==> src/rtl/axi_uart_tx_wrapper_pkg.sv <==
// Shared constants for the AXI-Lite UART/MIDI transmit wrapper: response codes,
// register offsets and the transmitter state encoding.
package axi_uart_tx_wrapper_pkg;

  localparam logic [1:0] C_OKAY    = 2'b00;
  localparam logic [1:0] C_EX_OKAY = 2'b01;
  localparam logic [1:0] C_SLV_ERR = 2'b10;
  localparam logic [1:0] C_DEC_ERR = 2'b11;

  localparam logic [31:0] C_REG_TXDATA = 32'h0;
  localparam logic [31:0] C_REG_STATUS = 32'h4;

  typedef enum logic [1:0] {
    S_IDLE  = 2'd0,
    S_START = 2'd1,
    S_DATA  = 2'd2,
    S_STOP  = 2'd3
  } tx_state_e;

endpackage

==> src/rtl/axi_uart_tx_wrapper_if.sv <==
// AXI4-Lite bus bundle for the transmit wrapper; the slave modport is the wrapper's view.
interface axi_uart_tx_wrapper_if #(
  parameter int C_DATA_WIDTH = 32,
  parameter int C_ADDR_WIDTH = 4
);
  logic [C_ADDR_WIDTH-1:0]   awaddr;
  logic [2:0]                awprot;
  logic                      awvalid;
  logic                      awready;
  logic [C_DATA_WIDTH-1:0]   wdata;
  logic [C_DATA_WIDTH/8-1:0] wstrb;
  logic                      wvalid;
  logic                      wready;
  logic [1:0]                bresp;
  logic                      bvalid;
  logic                      bready;
  logic [C_ADDR_WIDTH-1:0]   araddr;
  logic [2:0]                arprot;
  logic                      arvalid;
  logic                      arready;
  logic [C_DATA_WIDTH-1:0]   rdata;
  logic [1:0]                rresp;
  logic                      rvalid;
  logic                      rready;

  modport slave (
    input  awaddr, awprot, awvalid, wdata, wstrb, wvalid, bready,
    input  araddr, arprot, arvalid, rready,
    output awready, wready, bresp, bvalid, arready, rdata, rresp, rvalid
  );

  modport master (
    output awaddr, awprot, awvalid, wdata, wstrb, wvalid, bready,
    output araddr, arprot, arvalid, rready,
    input  awready, wready, bresp, bvalid, arready, rdata, rresp, rvalid
  );
endinterface

==> src/rtl/axi_uart_tx_wrapper_uart_tx.sv <==
// Byte serialiser: start bit, 8 data bits (LSB or MSB first), stop bit, each CLKS_PER_BIT cycles.
module uart_tx
  import axi_uart_tx_wrapper_pkg::*;
#(
  parameter int LSB_FIRST    = 1,
  parameter int CLKS_PER_BIT = 3200
) (
  input  logic       clk,
  input  logic       rst,
  input  logic [7:0] i_data,
  input  logic       i_vld,
  output logic       o_rdy,
  output logic       o_data,
  output logic       done_flg
);
  localparam int            CW     = $clog2(CLKS_PER_BIT);
  localparam logic [CW-1:0] C_LAST = CW'(CLKS_PER_BIT - 1);

  tx_state_e     r_state, w_next;
  logic [CW-1:0] r_cnt;
  logic [2:0]    r_bit;
  logic [7:0]    r_shreg;
  logic          w_bit_end;

  assign w_bit_end = (r_cnt == C_LAST);

  always_ff @(posedge clk or posedge rst) begin
    if (rst) r_state <= S_IDLE;
    else     r_state <= w_next;
  end

  always_comb begin
    w_next   = r_state;
    o_data   = 1'b1;
    o_rdy    = 1'b0;
    done_flg = 1'b0;
    unique case (r_state)
      S_IDLE: begin
        o_rdy = 1'b1;
        if (i_vld) w_next = S_START;
      end
      S_START: begin
        o_data = 1'b0;
        if (w_bit_end) w_next = S_DATA;
      end
      S_DATA: begin
        o_data = (LSB_FIRST != 0) ? r_shreg[0] : r_shreg[7];
        if (w_bit_end && r_bit == 3'd7) w_next = S_STOP;
      end
      S_STOP: begin
        done_flg = w_bit_end;
        if (w_bit_end) w_next = S_IDLE;
      end
      default: w_next = S_IDLE;
    endcase
  end

  // Bit-period counter idles at zero so each START begins a fresh full period
  always_ff @(posedge clk or posedge rst) begin
    if (rst) begin
      r_cnt <= '0;
      r_bit <= '0;
    end else begin
      if (r_state == S_IDLE || w_bit_end) r_cnt <= '0;
      else                                r_cnt <= r_cnt + 1'b1;
      if (r_state == S_IDLE)                   r_bit <= '0;
      else if (r_state == S_DATA && w_bit_end) r_bit <= r_bit + 1'b1;
    end
  end

  always_ff @(posedge clk) begin
    if (r_state == S_IDLE && i_vld)
      r_shreg <= i_data;
    else if (r_state == S_DATA && w_bit_end)
      r_shreg <= (LSB_FIRST != 0) ? {1'b0, r_shreg[7:1]} : {r_shreg[6:0], 1'b0};
  end

endmodule

==> src/rtl/axi_uart_tx_wrapper.sv <==
// AXI4-Lite slave feeding a small TX FIFO that drains into uart_tx; STATUS readable at 0x4.
module axi_uart_tx_wrapper
  import axi_uart_tx_wrapper_pkg::*;
#(
  parameter int C_DATA_WIDTH   = 32,
  parameter int C_ADDR_WIDTH   = 4,
  parameter int C_LSB_FIRST    = 1,
  parameter int C_CLKS_PER_BIT = 3200,
  parameter int C_FIFO_DEPTH   = 4
) (
  input  logic                  s_axi_aclk,
  input  logic                  s_axi_areset,
  axi_uart_tx_wrapper_if.slave  s_axi,
  output logic                  midi_out,
  output logic                  midi_intr
);
  localparam int PW = $clog2(C_FIFO_DEPTH);

  logic [7:0]              r_mem [C_FIFO_DEPTH];
  logic [PW-1:0]           r_wptr, r_rptr;
  logic [PW:0]             r_level;
  logic                    r_awready, r_bvalid, r_arready, r_rvalid;
  logic [1:0]              r_bresp, r_rresp;
  logic [C_DATA_WIDTH-1:0] r_rdata;

  logic                    w_full, w_empty, w_push, w_pop, w_tx_rdy;
  logic                    w_wr_txdata, w_rd_txdata, w_rd_status;
  logic [1:0]              w_bresp, w_rresp;
  logic [C_DATA_WIDTH-1:0] w_status, w_rdata;
  logic                    w_unused;

  assign w_full      = (r_level == (PW+1)'(C_FIFO_DEPTH));
  assign w_empty     = (r_level == '0);
  assign w_wr_txdata = (s_axi.awaddr[C_ADDR_WIDTH-1:2] == C_REG_TXDATA[C_ADDR_WIDTH-1:2]);
  assign w_rd_txdata = (s_axi.araddr[C_ADDR_WIDTH-1:2] == C_REG_TXDATA[C_ADDR_WIDTH-1:2]);
  assign w_rd_status = (s_axi.araddr[C_ADDR_WIDTH-1:2] == C_REG_STATUS[C_ADDR_WIDTH-1:2]);

  // Fullness is judged before any same-cycle pop, so a full FIFO always rejects
  assign w_push  = r_awready & w_wr_txdata & s_axi.wstrb[0] & ~w_full;
  assign w_pop   = ~w_empty & w_tx_rdy;
  assign w_bresp = (w_wr_txdata && !(s_axi.wstrb[0] && w_full)) ? C_OKAY : C_SLV_ERR;

  always_comb begin
    w_status              = '0;
    w_status[0]           = ~w_tx_rdy;
    w_status[1]           = w_full;
    w_status[2]           = w_empty;
    w_status[4 +: PW + 1] = r_level;
  end

  assign w_rdata = w_rd_status ? w_status : '0;
  assign w_rresp = (w_rd_status || w_rd_txdata) ? C_OKAY : C_SLV_ERR;

  always_ff @(posedge s_axi_aclk or posedge s_axi_areset) begin
    if (s_axi_areset) begin
      r_awready <= 1'b0;
      r_bvalid  <= 1'b0;
      r_bresp   <= C_OKAY;
    end else begin
      r_awready <= s_axi.awvalid & s_axi.wvalid & ~r_bvalid & ~r_awready;
      if (r_awready) begin
        r_bvalid <= 1'b1;
        r_bresp  <= w_bresp;
      end else if (s_axi.bready) begin
        r_bvalid <= 1'b0;
      end
    end
  end

  always_ff @(posedge s_axi_aclk or posedge s_axi_areset) begin
    if (s_axi_areset) begin
      r_arready <= 1'b0;
      r_rvalid  <= 1'b0;
      r_rresp   <= C_OKAY;
      r_rdata   <= '0;
    end else begin
      r_arready <= s_axi.arvalid & ~r_arready & ~r_rvalid;
      if (r_arready) begin
        r_rvalid <= 1'b1;
        r_rresp  <= w_rresp;
        r_rdata  <= w_rdata;
      end else if (r_rvalid && s_axi.rready) begin
        r_rvalid <= 1'b0;
        r_rdata  <= '0;
      end
    end
  end

  always_ff @(posedge s_axi_aclk or posedge s_axi_areset) begin
    if (s_axi_areset) begin
      r_wptr  <= '0;
      r_rptr  <= '0;
      r_level <= '0;
    end else begin
      if (w_push) r_wptr <= r_wptr + 1'b1;
      if (w_pop)  r_rptr <= r_rptr + 1'b1;
      case ({w_push, w_pop})
        2'b10:   r_level <= r_level + 1'b1;
        2'b01:   r_level <= r_level - 1'b1;
        default: r_level <= r_level;
      endcase
    end
  end

  always_ff @(posedge s_axi_aclk) begin
    if (w_push) r_mem[r_wptr] <= s_axi.wdata[7:0];
  end

  uart_tx #(
    .LSB_FIRST    (C_LSB_FIRST),
    .CLKS_PER_BIT (C_CLKS_PER_BIT)
  ) u_uart_tx (
    .clk      (s_axi_aclk),
    .rst      (s_axi_areset),
    .i_data   (r_mem[r_rptr]),
    .i_vld    (~w_empty),
    .o_rdy    (w_tx_rdy),
    .o_data   (midi_out),
    .done_flg (midi_intr)
  );

  assign s_axi.awready = r_awready;
  assign s_axi.wready  = r_awready;
  assign s_axi.bvalid  = r_bvalid;
  assign s_axi.bresp   = r_bresp;
  assign s_axi.arready = r_arready;
  assign s_axi.rvalid  = r_rvalid;
  assign s_axi.rresp   = r_rresp;
  assign s_axi.rdata   = r_rdata;

  assign w_unused = ^{s_axi.awprot, s_axi.arprot, s_axi.awaddr[1:0], s_axi.araddr[1:0],
                      s_axi.wdata[C_DATA_WIDTH-1:8], s_axi.wstrb[C_DATA_WIDTH/8-1:1]};

endmodule

==> src/flat_wrapper.sv <==
// flat-port wrapper written by rule: the top's interface ports become plain ports
module axi_uart_tx_wrapper_flat import axi_uart_tx_wrapper_pkg::*;
#(
  parameter int C_DATA_WIDTH   = 32,
  parameter int C_ADDR_WIDTH   = 4,
  parameter int C_LSB_FIRST    = 1,
  parameter int C_CLKS_PER_BIT = 3200,
  parameter int C_FIFO_DEPTH   = 4
)
  (s_axi_aclk, s_axi_areset, midi_out, midi_intr, s_axi_awaddr, s_axi_awprot, s_axi_awvalid, s_axi_wdata, s_axi_wstrb, s_axi_wvalid, s_axi_bready, s_axi_araddr, s_axi_arprot, s_axi_arvalid, s_axi_rready, s_axi_awready, s_axi_wready, s_axi_bresp, s_axi_bvalid, s_axi_arready, s_axi_rdata, s_axi_rresp, s_axi_rvalid);
  axi_uart_tx_wrapper_if #(.C_DATA_WIDTH(C_DATA_WIDTH), .C_ADDR_WIDTH(C_ADDR_WIDTH)) s_axi_i ();
  input  logic s_axi_aclk;
  input  logic s_axi_areset;
  output logic midi_out;
  output logic midi_intr;
  input wire logic [$bits(s_axi_i.awaddr)-1:0] s_axi_awaddr;
  input wire logic [$bits(s_axi_i.awprot)-1:0] s_axi_awprot;
  input wire logic [$bits(s_axi_i.awvalid)-1:0] s_axi_awvalid;
  input wire logic [$bits(s_axi_i.wdata)-1:0] s_axi_wdata;
  input wire logic [$bits(s_axi_i.wstrb)-1:0] s_axi_wstrb;
  input wire logic [$bits(s_axi_i.wvalid)-1:0] s_axi_wvalid;
  input wire logic [$bits(s_axi_i.bready)-1:0] s_axi_bready;
  input wire logic [$bits(s_axi_i.araddr)-1:0] s_axi_araddr;
  input wire logic [$bits(s_axi_i.arprot)-1:0] s_axi_arprot;
  input wire logic [$bits(s_axi_i.arvalid)-1:0] s_axi_arvalid;
  input wire logic [$bits(s_axi_i.rready)-1:0] s_axi_rready;
  output wire logic [$bits(s_axi_i.awready)-1:0] s_axi_awready;
  output wire logic [$bits(s_axi_i.wready)-1:0] s_axi_wready;
  output wire logic [$bits(s_axi_i.bresp)-1:0] s_axi_bresp;
  output wire logic [$bits(s_axi_i.bvalid)-1:0] s_axi_bvalid;
  output wire logic [$bits(s_axi_i.arready)-1:0] s_axi_arready;
  output wire logic [$bits(s_axi_i.rdata)-1:0] s_axi_rdata;
  output wire logic [$bits(s_axi_i.rresp)-1:0] s_axi_rresp;
  output wire logic [$bits(s_axi_i.rvalid)-1:0] s_axi_rvalid;
  assign s_axi_i.awaddr = s_axi_awaddr;
  assign s_axi_i.awprot = s_axi_awprot;
  assign s_axi_i.awvalid = s_axi_awvalid;
  assign s_axi_i.wdata = s_axi_wdata;
  assign s_axi_i.wstrb = s_axi_wstrb;
  assign s_axi_i.wvalid = s_axi_wvalid;
  assign s_axi_i.bready = s_axi_bready;
  assign s_axi_i.araddr = s_axi_araddr;
  assign s_axi_i.arprot = s_axi_arprot;
  assign s_axi_i.arvalid = s_axi_arvalid;
  assign s_axi_i.rready = s_axi_rready;
  assign s_axi_awready = s_axi_i.awready;
  assign s_axi_wready = s_axi_i.wready;
  assign s_axi_bresp = s_axi_i.bresp;
  assign s_axi_bvalid = s_axi_i.bvalid;
  assign s_axi_arready = s_axi_i.arready;
  assign s_axi_rdata = s_axi_i.rdata;
  assign s_axi_rresp = s_axi_i.rresp;
  assign s_axi_rvalid = s_axi_i.rvalid;
  axi_uart_tx_wrapper #(.C_DATA_WIDTH(C_DATA_WIDTH), .C_ADDR_WIDTH(C_ADDR_WIDTH), .C_LSB_FIRST(C_LSB_FIRST), .C_CLKS_PER_BIT(C_CLKS_PER_BIT), .C_FIFO_DEPTH(C_FIFO_DEPTH)) u_core (.s_axi_aclk(s_axi_aclk), .s_axi_areset(s_axi_areset), .s_axi(s_axi_i), .midi_out(midi_out), .midi_intr(midi_intr));
endmodule
==> config.mk <==
export PLATFORM = sky130hd
export DESIGN_NAME = axi_uart_tx_wrapper_flat
export DESIGN_NICKNAME = d
export VERILOG_FILES = /design/src/rtl/axi_uart_tx_wrapper_pkg.sv /design/src/rtl/axi_uart_tx_wrapper_if.sv /design/src/rtl/axi_uart_tx_wrapper_uart_tx.sv /design/src/rtl/axi_uart_tx_wrapper.sv /design/src/flat_wrapper.sv
export SDC_FILE = /design/constraint.sdc
export NUM_CORES = 1
export LEC_CHECK = 0
export CORE_ASPECT_RATIO = 1.5
export CORE_UTILIZATION = 43
export CTS_BUF_LIST = sky130_fd_sc_hd__clkbuf_16
export DETAILED_ROUTE_END_ITERATION = 16
export PLACE_DENSITY = 0.76
export SLEW_MARGIN = 20
export SYNTH_ARGS = -nofsm -noshare
export SYNTH_HDL_FRONTEND = slang
export SYNTH_HIERARCHICAL = 1
export SYNTH_SLANG_ARGS = --single-unit
==> constraint.sdc <==
create_clock -name s_axi_aclk -period 2.4 [get_ports s_axi_aclk]
set_input_delay 0.48 -clock s_axi_aclk [delete_from_list [all_inputs] [get_ports s_axi_aclk]]
set_output_delay 0.48 -clock s_axi_aclk [all_outputs]
set_load 0.05 [all_outputs]
==> flow_metrics.tcl, run 1 <==
set metrics [dict create \
    timing.critical_path.arrival_ns 1.80 \
    finalHoldWorstSlack_ns 0.458 \
    place.gp.congestion 0.719 \
    postSynth.asyncResetShare 0.474 \
    report.final.slew_viol_count 0 \
    fmax_ghz 0.438 \
    holdBufCountCts 0 \
    post_cts_buffers 0 \
    gr-usage-all-layers 0.155 \
    dr_total_vias 2048 \
    top_area_cell_type_share_of_the_netlist_area 0.338 \
    layout-drive-gt1-share 0.149 \
    worstSetupPathType "flop to primary output" \
    finish.instance_area_um2 4260 \
    yosys_register_bits 76 \
    clkTransAtPathRegs_ns 0.06 \
    type_of_destination_of_the_critical_path "primary output" \
    max-vdd-ir-drop_mv 0.610 \
    worst_pin_slew_ns 0.750 \
    synth_top_area_cell "sky130_fd_sc_hd__edfxtp_1" \
    ant_diodes 0 \
    drtPass1Iterations 4 \
    startpoint_type "flop" \
    placement.io_buffers 34 \
    fp.dieArea_um2 8640 \
    maximum_capacitance_violations 0 \
    worst-endpoint-required_ns 1.92 \
    clock_sinks 76 \
    placed_cells 405 \
    maximum_number_of_pins_on_one_net_before_global_route_repair 20 \
    synth.lib_cells_used.distinct 46 \
    floorplan.rows 40 \
    drtAntennaViolNets 0 \
    drtIter0Drc 81 \
    vias_in_the_first_global_route 2182 \
    setup_repair_after_global_routing_missed_its_margin "no" \
    nNetsFinal 382 \
    ctsResizeCount 0 \
    initial_utilization 0.444 \
    syn_area_um2 3550 \
    wirelength_mm 5.84 \
    cts_inserted_buffers 9 \
    synth_cells 266 \
    timing.critical_path.fanout_max 4 \
    layout.filler_cells 683 \
    synth-seq-area-share 0.592 \
    synth_enable_flop_cells 40 \
    timing.clock.skew_ns 0.00494 \
    final_period_minus_worst_setup_slack_ns 2.28 \
    overflow 0 \
    power_density_nw_per_um2 807 \
    num_io_pins 100 \
    run_status "finished, final reports clean" \
    flow.area_growth_from_synthesis_pct 19.9 \
    layout_worst_path_cycle_share 0.951 \
    finalSetupViolCount 0 \
    synth_ff_type "sky130_fd_sc_hd__edfxtp_1" \
    clkLatencyLatePin_ns 0.33 \
    worst_hold_path_cells 1 \
    post-route-drc-count 0 \
    post_synth.cell_area_avg_um2 13.4 \
    ys_warn_count 6 \
    route.detailed.vias_per_inst 4.88 \
    clock_path_buffers 2 \
    hp-class "flop to flop" \
    fp.coreArea_um2 8010 \
    final.setup.tns_ns 0 \
    routedWlPerCell_um 13.9 \
    leakage_nw 1.73 \
    clock_tree_root_driver_cell "sky130_fd_sc_hd__clkbuf_16" \
    hold_viol_final 0 \
    ctsHtreeMaxLevel 3 \
    finalNonFillerCells 420 \
    synth_top_area_cells "sky130_fd_sc_hd__edfxtp_1 (34%), sky130_fd_sc_hd__dfrtp_1 (25%), sky130_fd_sc_hd__buf_4 (6.1%), sky130_fd_sc_hd__mux4_2 (5.1%), sky130_fd_sc_hd__ha_1 (4.6%)" \
    hpwl_after_dpl_mm 4.27 \
    antenna_found_initial 0 \
    die_h_um 113 \
    die-width_um 76.2 \
    placement.cell_area_um2 3940 \
    timing.slew.headroom 0.500 \
    grt_pass1_wl_mm 10.1 \
    r2r.worst_path.cells 5 \
    tritoncts "done" \
]
-- state kept, by name, indices dropped and copies added (netlist names), 2 cells and up --
register	cells
u_core/r_wptr	2
u_core/s_axi.rdata	6
u_core/r_level	3
u_core/u_uart_tx/r_shreg	8
u_core/u_uart_tx/r_bit	3
u_core/r_rptr	2
u_core/r_mem	32
u_core/u_uart_tx/r_cnt	12
u_core/u_uart_tx/r_state	2
-- metal layers --
layer,vias to the layer above,global-route usage,share of wire
li1,974,-,-
met1,1010,0.155,0.39
met2,55,0.286,0.55
met3,9,0.0476,0.042
met4,0,0.0756,0.018
met5,-,0,0
-- final timing paths --
path                                                startpoint                               endpoint  slack (ns)
max in group asynchronous                         s_axi_areset      u_core/s_axi.rresp[1]$_DFFE_PP0P_        1.27
min in group asynchronous                         s_axi_areset    u_core/u_uart_tx/r_cnt[2]$_DFF_PP0_        0.62
max                        u_core/u_uart_tx/r_cnt[8]$_DFF_PP0_                              midi_intr        0.12
min reg2reg                    u_core/s_axi.bvalid$_DFFE_PP0P_         u_core/s_axi.awready$_DFF_PP0_        0.46
min                            u_core/s_axi.bvalid$_DFFE_PP0P_         u_core/s_axi.awready$_DFF_PP0_        0.46
max reg2reg                u_core/u_uart_tx/r_cnt[0]$_DFF_PP0_  u_core/u_uart_tx/r_shreg[6]$_DFFE_PP_        0.24
-- where the power goes --
group	switching [mW]	total (mW)	internal [mW]
Clock	0.486	1.38	0.895
Sequential	0.0784	1.53	1.45
Combinational	0.354	0.529	0.176
-- Yosys cell counts (2+ instances only) --
| library cell | number |
|---|---|
| sky130_fd_sc_hd__buf_4 | 29 |
| sky130_fd_sc_hd__a21o_1 | 2 |
| sky130_fd_sc_hd__xor2_1 | 5 |
| sky130_fd_sc_hd__buf_2 | 2 |
| sky130_fd_sc_hd__dfrtp_1 | 36 |
| sky130_fd_sc_hd__mux4_2 | 8 |
| sky130_fd_sc_hd__ha_1 | 13 |
| sky130_fd_sc_hd__xnor2_1 | 11 |
| sky130_fd_sc_hd__o21ai_0 | 9 |
| sky130_fd_sc_hd__nand2_1 | 11 |
| sky130_fd_sc_hd__inv_1 | 19 |
| sky130_fd_sc_hd__a22o_1 | 2 |
| sky130_fd_sc_hd__nand3_1 | 7 |
| sky130_fd_sc_hd__nor3_1 | 5 |
| sky130_fd_sc_hd__nor4_1 | 2 |
| sky130_fd_sc_hd__a2111oi_0 | 2 |
| sky130_fd_sc_hd__nor2_1 | 17 |
| sky130_fd_sc_hd__a21oi_1 | 5 |
| sky130_fd_sc_hd__nand2b_1 | 2 |
| sky130_fd_sc_hd__mux2_2 | 8 |
| sky130_fd_sc_hd__or3_1 | 2 |
| sky130_fd_sc_hd__and3_1 | 2 |
| sky130_fd_sc_hd__edfxtp_1 | 40 |
| sky130_fd_sc_hd__and2_1 | 5 |
-- final cells by class --
cell class                      instances  area [um^2]  share of cell area
Clock inverter                          6         81.3              0.0191
Clock buffer                            9          225              0.0528
Sequential cell                        76         2100               0.493
Tap cell                              105          131              0.0308
Multi-Input combinational cell        165         1260               0.295
Timing Repair Buffer                   40          393              0.0922
Inverter                               19         71.3              0.0167
-- worst max-delay path, cell delays in order (launching register included) --
cell and delay, ns:
sky130_fd_sc_hd__dfrtp_1 0.41, sky130_fd_sc_hd__or3_4 0.43, sky130_fd_sc_hd__nor4_4 0.30, sky130_fd_sc_hd__and2_4 0.19, sky130_fd_sc_hd__buf_12 0.13
-- cell families (layout without fill, tap and decap cells) --
logic type,count (synthesis),in the layout,share of synthesized area
compound gates,25,25,0.0454
xor+xnor,16,16,0.0394
fa+ha+maj,14,14,0.0514
buf+inv,52,74,0.0863
flops,76,76,0.592
mux,18,18,0.0831
other cells,1,28,0.00106
simple gates,64,64,0.102
-- placed cells by master (no fill, tap or decap), types with 8 or more instances in the layout --
| cell | count |
|---|---|
| sky130_fd_sc_hd__xnor2_1 | 11 |
| sky130_fd_sc_hd__nand2_1 | 11 |
| sky130_fd_sc_hd__conb_1 | 28 |
| sky130_fd_sc_hd__inv_1 | 20 |
| sky130_fd_sc_hd__mux4_2 | 8 |
| sky130_fd_sc_hd__edfxtp_1 | 40 |
| sky130_fd_sc_hd__ha_1 | 13 |
| sky130_fd_sc_hd__clkdlybuf4s50_1 | 32 |
| sky130_fd_sc_hd__nor2_1 | 17 |
| sky130_fd_sc_hd__dfrtp_1 | 36 |
| sky130_fd_sc_hd__clkbuf_16 | 9 |
| sky130_fd_sc_hd__o21ai_0 | 9 |
| sky130_fd_sc_hd__mux2_2 | 8 |
-- per-stage QoR --
stage          setup WS [ns]  power, mW   util
2_1_floorplan         0.0576       1.95      -
3_3_place_gp           0.154       2.07  0.493
3_5_place_dp           0.130       2.09  0.493
4_1_cts               0.0378       3.48  0.531
5_1_grt               0.0396       3.59  0.532
6_report               0.119       3.44  0.532
Power figures use the tool's default switching activity.
==> run 2, diff against run 1 <==
--- a/config.mk
+++ b/config.mk
@@ -6,10 +6,10 @@
 export NUM_CORES = 1
 export LEC_CHECK = 0
 export CORE_ASPECT_RATIO = 1.5
-export CORE_UTILIZATION = 43
+export CORE_UTILIZATION = 40
 export CTS_BUF_LIST = sky130_fd_sc_hd__clkbuf_16
 export DETAILED_ROUTE_END_ITERATION = 16
-export PLACE_DENSITY = 0.76
+export PLACE_DENSITY = 0.71
 export SLEW_MARGIN = 20
 export SYNTH_ARGS = -nofsm -noshare
 export SYNTH_HDL_FRONTEND = slang
==> run 2 against run 1 <==
- clock power down 12%
- sequential share of layout area up 0.10 points
- final cell count up 1.7%
- critical path depth unchanged
- final area down 0.21%
- die area up 7.3%
- sequential power about the same
- utilization down 3.3 points
- maximum frequency down 1.1%
- worst hold slack better by 0.012 ns
- routed wire length down 3.3%
- largest power group unchanged
==> flow_metrics.tcl, run 2 (same netlist as run 1, synthesis figures left out) <==
set metrics [dict create \
    initial_utilization 0.417 \
    cts_inserted_buffers 9 \
    drtAntennaViolNets 0 \
    layout_commonest_cell "sky130_fd_sc_hd__edfxtp_1" \
    leakage_nw 1.75 \
    hold_viol_final 0 \
    clkLatencyLatePin_ns 0.33 \
    worst-endpoint-required_ns 1.92 \
    finalHoldWorstSlack_ns 0.470 \
    grt_pass1_wl_mm 9.37 \
    die-width_um 79.0 \
    hp-class "flop to flop" \
    timing.critical_path.arrival_ns 1.83 \
    ctsHtreeMaxLevel 3 \
    power_density_nw_per_um2 767 \
    type_of_destination_of_the_critical_path "primary output" \
    cpPeakStageDelay_ns 0.42 \
    worst_path_dominant_cell_family "simple AND/OR/NAND/NOR gates" \
    clock_path_buffers 2 \
    worstSetupPathType "flop to primary output" \
    dr_total_vias 2038 \
    ant_diodes 0 \
    fp.dieArea_um2 9270 \
    route.detailed.vias_per_inst 4.77 \
    fmax_ghz 0.433 \
    mostFrequentLayoutCells "sky130_fd_sc_hd__edfxtp_1 (40), sky130_fd_sc_hd__dfrtp_1 (36), sky130_fd_sc_hd__clkdlybuf4s50_1 (32)" \
    maximum_number_of_pins_on_one_net_before_global_route_repair 20 \
    finalSetupViolCount 0 \
    clock_sinks 76 \
    die_h_um 117 \
    clkTransAtPathRegs_ns 0.05 \
    crit_path_cell_trace "or3_4 > nor4_2 > and2_4 > buf_12" \
    layout_worst_path_cycle_share 0.962 \
    placement.io_buffers 34 \
    max-vdd-ir-drop_mv 0.418 \
    drtPass1Iterations 7 \
    vias_in_the_first_global_route 2010 \
    timing.critical_path.fanout_max 4 \
    drtIter0Drc 109 \
    crit_buf_inv 1 \
    flow.area_growth_from_synthesis_pct 19.7 \
    antenna_found_initial 0 \
    place.gp.congestion 0.787 \
    wirelength_mm 5.64 \
    routedWlPerCell_um 13.2 \
    hpwl_after_dpl_mm 4.10 \
    worst_pin_slew_ns 0.704 \
    floorplan.rows 41 \
    layout.filler_cells 784 \
    clock_tree_root_driver_cell "sky130_fd_sc_hd__clkbuf_16" \
    largestRegisters "u_core/r_mem x32, u_core/u_uart_tx/r_cnt x12, u_core/u_uart_tx/r_shreg x8" \
    final_period_minus_worst_setup_slack_ns 2.31 \
    tritoncts "done" \
    num_io_pins 100 \
    post-route-drc-count 0 \
    gr-usage-all-layers 0.135 \
    holdBufCountCts 0 \
    largest_register_ffs 32 \
    overflow 0 \
    run_status "finished, final reports clean" \
    maximum_capacitance_violations 0 \
    startpoint_type "flop" \
    final.setup.tns_ns 0 \
    largest-register "u_core/r_mem" \
    setup_repair_after_global_routing_missed_its_margin "no" \
    timing.clock.skew_ns 0.00659 \
    nNetsFinal 386 \
    report.final.slew_viol_count 0 \
    fp.coreArea_um2 8520 \
    layout-drive-gt1-share 0.153 \
    critical-path-slowest-cell "sky130_fd_sc_hd__dfrtp_1" \
    timing.slew.headroom 0.530 \
]
run 2: timing repair:
item                                    in CTS  in global routing
endpoints found under the setup margin       0                  1
gates resized for setup                      0                  1
buffers inserted                             0                  0
run 2: worst reg2reg max path: cells and delay by family, from the launching register on:
kind	cells	cell delay [ns]
adders and majority gates	3	0.78
DFF	1	0.42
xor gates and xnor gates	2	0.32
AOI/OAI and AO/OA	1	0.21
buffers and inverters	2	0.19
and+or+nand+nor	1	0.11
run 2: where the power goes:
group	leakage (nW)	internal, mW	switching [mW]
logic	0.777	0.175	0.352
registers	0.821	1.45	0.0766
clock network	0.149	0.741	0.464
total	1.75	2.37	0.892
run 2: layout make-up:
| type | instances | area (um^2) | share of cell area |
|---|---|---|---|
| sequential | 76 | 2100 | 0.494 |
| multi-input combinational | 165 | 1250 | 0.294 |
| timing repair buffer | 44 | 423 | 0.0994 |
| clock buffer | 10 | 250 | 0.0588 |
| tap | 107 | 134 | 0.0315 |
| inverter | 19 | 71.3 | 0.0168 |
| clock inverter | 6 | 23.8 | 0.00559 |
run 2: metrics by stage:
stage	setup WS (ns)	instances	area (um^2)	util	power, mW
global placement	0.153	411	3980	0.467	2.08
global route	0.0182	427	4250	0.499	3.40
detailed placement	0.117	411	3980	0.467	2.09
CTS	0.0310	427	4250	0.499	3.30
finish	0.0922	427	4250	0.499	3.26
floorplan	0.0576	293	3650	-	1.95
run 2: layer usage:
layer,wire length [um],global-route usage,vias up
li1,-,-,976
met5,0,0,-
met4,183,0.0920,0
met1,2230,0.153,999
met3,172,0.0241,11
met2,3060,0.226,52
run 2: path summary, 6_finish.rpt:
| check | to | slack [ns] | cells past startpoint | start |
|---|---|---|---|---|
| max reg2reg | u_core/r_level[2]$_DFFE_PP0P_ | 0.29 | 9 | u_core/u_uart_tx/r_state[0]$_DFFE_PP0P_ |
| max | midi_intr | 0.09 | 4 | u_core/u_uart_tx/r_cnt[8]$_DFF_PP0_ |
| min in group asynchronous | u_core/u_uart_tx/r_state[0]$_DFFE_PP0P_ | 0.64 | 2 | s_axi_areset |
| max in group asynchronous | u_core/s_axi.rdata[6]$_DFFE_PP0P_ | 1.30 | 2 | s_axi_areset |
| min reg2reg | u_core/s_axi.awready$_DFF_PP0_ | 0.47 | 1 | u_core/s_axi.bvalid$_DFFE_PP0P_ |
| min | u_core/s_axi.awready$_DFF_PP0_ | 0.47 | 1 | u_core/s_axi.bvalid$_DFFE_PP0P_ |
